File: config.mk
export PLATFORM = sky130hd
export DESIGN_NAME = mem_copy_engine
export DESIGN_NICKNAME = d
export VERILOG_FILES = /design/src/rtl/mem_pkg.sv /design/src/rtl/mem_copy_engine.sv
export SDC_FILE = /design/constraint.sdc
export NUM_CORES = 1
export LEC_CHECK = 0
export ABC_CLOCK_PERIOD_IN_PS = 4800
export CORE_MARGIN = 1
export CORE_UTILIZATION = 37
export CTS_CLUSTER_DIAMETER = 30
export CTS_CLUSTER_SIZE = 10
export DETAILED_ROUTE_END_ITERATION = 6
export PLACE_DENSITY = 0.66
export SKIP_LAST_GASP = 1
export SYNTH_ARGS = -nofsm -noshare
export SYNTH_HDL_FRONTEND = slang
export SYNTH_SLANG_ARGS = --single-unit
File: constraint.sdc
create_clock -name clk -period 4.8 [get_ports clk]
set_input_delay 0.48 -clock clk [delete_from_list [all_inputs] [get_ports clk]]
set_output_delay 0.48 -clock clk [all_outputs]
set_load 0.01 [all_outputs]
File: src/rtl/mem_pkg.sv
// Shared types and constants for the SRAM command interface and the
// block copy/fill engine that drives it.
package mem_pkg;

  localparam int ADDR_W  = 4;
  localparam int DATA_W  = 8;
  localparam int LEN_W   = 5;
  localparam int MAX_LEN = 16;

  typedef struct packed {
    logic              we;
    logic [ADDR_W-1:0] addr;
    logic [DATA_W-1:0] wdata;
  } mem_cmd_t;

  typedef struct packed {
    logic              fill;
    logic [ADDR_W-1:0] src;
    logic [ADDR_W-1:0] dst;
    logic [LEN_W-1:0]  len;
    logic [DATA_W-1:0] pattern;
  } copy_req_t;

  typedef enum logic [1:0] {
    ST_IDLE,
    ST_RD,
    ST_WR,
    ST_DONE
  } copy_state_e;

  // Requests longer than the largest legal block are cut down to it.
  function automatic logic [LEN_W-1:0] clamp_len(input logic [LEN_W-1:0] len);
    return (len > LEN_W'(MAX_LEN)) ? LEN_W'(MAX_LEN) : len;
  endfunction

endpackage

File: src/rtl/mem_copy_engine.sv
// Block mover for the SRAM command port: copies src..src+len-1 to
// dst..dst+len-1 word by word, or fills the destination with a constant.
module mem_copy_engine
  import mem_pkg::*;
(
  input  logic              clk,
  input  logic              rst,
  input  logic              req_valid,
  output logic              req_ready,
  input  logic              req_fill,
  input  logic [ADDR_W-1:0] req_src,
  input  logic [ADDR_W-1:0] req_dst,
  input  logic [LEN_W-1:0]  req_len,
  input  logic [DATA_W-1:0] req_pattern,
  output logic              busy,
  output logic              done,
  output mem_cmd_t          cmd,
  input  logic [DATA_W-1:0] rdata
);

  copy_state_e      r_state;
  copy_state_e      w_next_state;
  copy_req_t        r_req;
  logic [LEN_W-1:0] r_idx;
  logic [LEN_W-1:0] w_idx_inc;
  logic             w_accept;
  logic             w_last;

  assign w_accept  = req_valid && (r_state == ST_IDLE);
  assign w_idx_inc = r_idx + LEN_W'(1);
  assign w_last    = !(w_idx_inc < r_req.len);

  // NOTE: state registers use non-blocking assignments so every flop
  // samples the pre-edge values, independent of statement order.
  always_ff @(posedge clk) begin
    if (rst) begin
      r_state <= ST_IDLE;
      r_req   <= '0;
      r_idx   <= '0;
    end else begin
      r_state <= w_next_state;
      if (w_accept) begin
        r_req.fill    <= req_fill;
        r_req.src     <= req_src;
        r_req.dst     <= req_dst;
        r_req.len     <= clamp_len(req_len);
        r_req.pattern <= req_pattern;
        r_idx         <= '0;
      end else if (r_state == ST_WR && !w_last) begin
        r_idx <= w_idx_inc;
      end
    end
  end

  // NOTE: the default assignment first keeps this block purely
  // combinational; a branch that skipped it would infer a latch.
  always_comb begin
    w_next_state = r_state;
    unique case (r_state)
      ST_IDLE: begin
        if (req_valid) begin
          if (clamp_len(req_len) == '0) w_next_state = ST_DONE;
          else if (req_fill)            w_next_state = ST_WR;
          else                          w_next_state = ST_RD;
        end
      end
      ST_RD:   w_next_state = ST_WR;
      ST_WR: begin
        if (w_last)          w_next_state = ST_DONE;
        else if (!r_req.fill) w_next_state = ST_RD;
      end
      ST_DONE: w_next_state = ST_IDLE;
      default: w_next_state = ST_IDLE;
    endcase
  end

  // Addresses truncate to ADDR_W bits, so blocks wrap around the top of memory.
  always_comb begin
    cmd = '0;
    unique case (r_state)
      ST_RD: begin
        cmd.addr = r_req.src + r_idx[ADDR_W-1:0];
      end
      ST_WR: begin
        cmd.we    = 1'b1;
        cmd.addr  = r_req.dst + r_idx[ADDR_W-1:0];
        cmd.wdata = r_req.fill ? r_req.pattern : rdata;
      end
      default: cmd = '0;
    endcase
  end

  assign req_ready = (r_state == ST_IDLE);
  assign busy      = (r_state != ST_IDLE);
  assign done      = (r_state == ST_DONE);

endmodule

==> summary.txt <==
CTS buffer count -> 5
Register area -> 581 um^2
GRT Total Usage -> 0.177
Syn avg cell area -> 8.15 um^2
Area contributors post-synth -> dfxtp_1, nand2_1, ha_1
Met3 wire length -> 128 um
Maximum fanout along the worst path -> 18
CORE AREA -> 4380 um^2
Drt pass-1 iters -> 4
Cell taking the most area after synthesis -> dfxtp_1
Ratio of cells with drive above 1 in the final layout -> 0.0471
Arrival time at the worst endpoint -> 3100 ps
Hold_buf cts -> 0
Relative slew slack -> 0.445
Final hold viol count -> 0
Setup Skew -> 6.13 ps
Post-synthesis cell count -> 209
I/O pin count -> 49
Post-synth EDFFs -> 0
Worst-margin pin slew -> 831 ps
Die height -> 69.9 um
RSZ-0062 raised after global routing -> false
Largest family of logic cells by synthesized area -> simple AND/OR/NAND/NOR gates
Max-Cap Viols -> 0
Met2 WL -> 1.76 mm
Setup violators final -> 0
Synth Area in Adders -> 0.0925
Initial Utilization -> 0.389
Final worst path period need -> 3580 ps
Buffers added on ports -> 48
Reg2reg path depth -> 7
Multi-input logic area -> 1040 um^2
H-tree Lvls -> 2
P_leak -> 0.867 nW
Unique masters post-synth -> 38
CP required -> 4320 ps
Tcrit/Tclk final -> 0.745
Clk slew on worst S/H paths -> 60 ps
R2R setup slack -> 2520 ps
VDD IR-drop max -> 161 uV
Root Buffer -> clkbuf_8
Die ar. -> 4880 um^2
Net count after synthesis -> 254
Critical Path Source Type -> flip-flop
Ys flop type -> dfxtp_1
Yosys synthesis warning count -> 0
Simple-gate share of the synthesized area -> 0.240
Yosys top cell area share -> 0.341
Post-CTS setup buffers -> 0
Area growth from synthesis to layout -> 34.6%
CTS sink cnt -> 29
Compound-Gate Fraction of Synth Area -> 0.170
Nets@finish -> 299
Worst hold start -> r_req[19]
WL final -> 3.94 mm
Post-DRT Antenna Nets -> 0
Initial antenna violation count -> 0
Worst-case clock buffer depth -> 2
Routed wire per std cell -> 12.8 um
Top cells by count, synth -> nand2_1, dfxtp_1, a21oi_1
Floorplan row count -> 24
Crit end category -> output pin
DR top layer -> met4
Tot Pwr -> 0.900 mW
Vias in the first global route -> 1447
Ant diodes -> 0
Max Slew Vio Count -> 0
Initial DRC Count -> 51
XOR/XNOR share of the synthesized area -> 0.0308
Setup TNS -> 0 ps
Fill cells -> 447
Worst hold stages -> 2
Status -> finished, final reports clean
Fmax -> 280 MHz
Via-per-instance ratio -> 4.99
Die width -> 69.9 um
HPWL after DPL -> 2.86 mm
HP Class -> reg2reg
DP Worst Slack -> 1520 ps
P per Cell Area -> 392 nW/um^2
Post-synth ARST share -> 0
First-pass GRT wire length -> 6.82 mm
#FFs+latches synth -> 29
M1 WL -> 1.99 mm
Gpl congestion -> 0.785
Worst Hold Path EP -> r_req[19]
Residual DRC -> 0
Global route overflow -> 0
Setup ws final -> 1220 ps
Critical path class -> reg2out
Synthesized area -> 1700 um^2
Worst Setup SP -> r_state[0]
Post-CTS Resized -> 0
FF-to-FF End -> r_idx[2]
Most frequent cell after synthesis -> nand2_1
Pin count of the biggest net entering global routing -> 27
Worst-Skew Late Latency -> 280 ps
Vias -> 1532
Mux cell area share after synthesis -> 0.0786
CTS tree -> yes
Sequential-to-total area share from yosys stat -> 0.341
Reg-to-reg startpoint -> r_idx[2]
sequential cells by signal, summed over array words and instances (netlist names):
name / flops
r_req: 22
r_idx: 5
r_state: 2
per-stage QoR:
step                      hold slack [ps]   util  cell area (um^2)  instances
after floorplan                       433      -              1700        209
after global placement                443  0.505              2210        299
after detailed placement              445  0.505              2210        299
after CTS                             454  0.523              2290        307
after global routing                  482  0.523              2290        307
final                                 453  0.523              2290        307
power by group:
part | internal [mW] | switching [mW] | leakage, nW
clock | 0.103 | 0.0917 | 0.0395
sequential | 0.276 | 0.0278 | 0.237
combinational | 0.195 | 0.206 | 0.591
layout by cell type, fill, tap and decap left out, drive strengths merged, types with 4 or more instances in the layout:
cell and n:
and2 4, ha 11, mux2i 10, nor2b 12
clkdlybuf4s50 48, nor2 8, nand2 41, inv 10
a21oi 25, clkbuf 8, dfxtp 29, xnor2 5
nor3b 5
how the worst max path moves through the flow:
stage | endpoint | slack [ps] | depth (start not counted)
detailed placement | cmd[11] | 1520 | 9
CTS | cmd[11] | 1210 | 9
global route | cmd[11] | 980 | 9
finish | cmd[11] | 1220 | 9
floorplan | cmd[9] | 2040 | 9
global placement | cmd[11] | 1600 | 9
area by class of cell:
class / instances / area share
timing repair buffer: 49 / 0.213
clock buffer: 8 / 0.0349
sequential: 29 / 0.253
tap: 52 / 0.0284
multi-input combinational: 159 / 0.454
inverter: 10 / 0.0164
critical path: stages, from the launching register on:
cell	delay, ps
dfxtp_1	330
inv_1	80
ha_1	570
mux2_2	430
ha_1	270
a21o_1	170
a21oi_1	170
xnor2_1	130
and2_1	130
clkdlybuf4s50_1	530
per-layer routing:
metal  track usage  vias up
li1              -      802
met1         0.235      692
met2         0.270       32
met3        0.0447        6
met4        0.0756        0
met5             0        -
kinds of logic (layout without fill, tap and decap cells):
| logic type | Yosys count | in the layout |
|---|---|---|
| and+or+nand+nor | 83 | 83 |
| AOI/OAI and AO/OA | 45 | 45 |
| DFF | 29 | 29 |
| buffers and inverters | 21 | 67 |
| muxes | 13 | 13 |
| adders and majority gates | 12 | 12 |
| xor gates and xnor gates | 6 | 6 |
No activity file was read; power rests on OpenSTA's default activity.
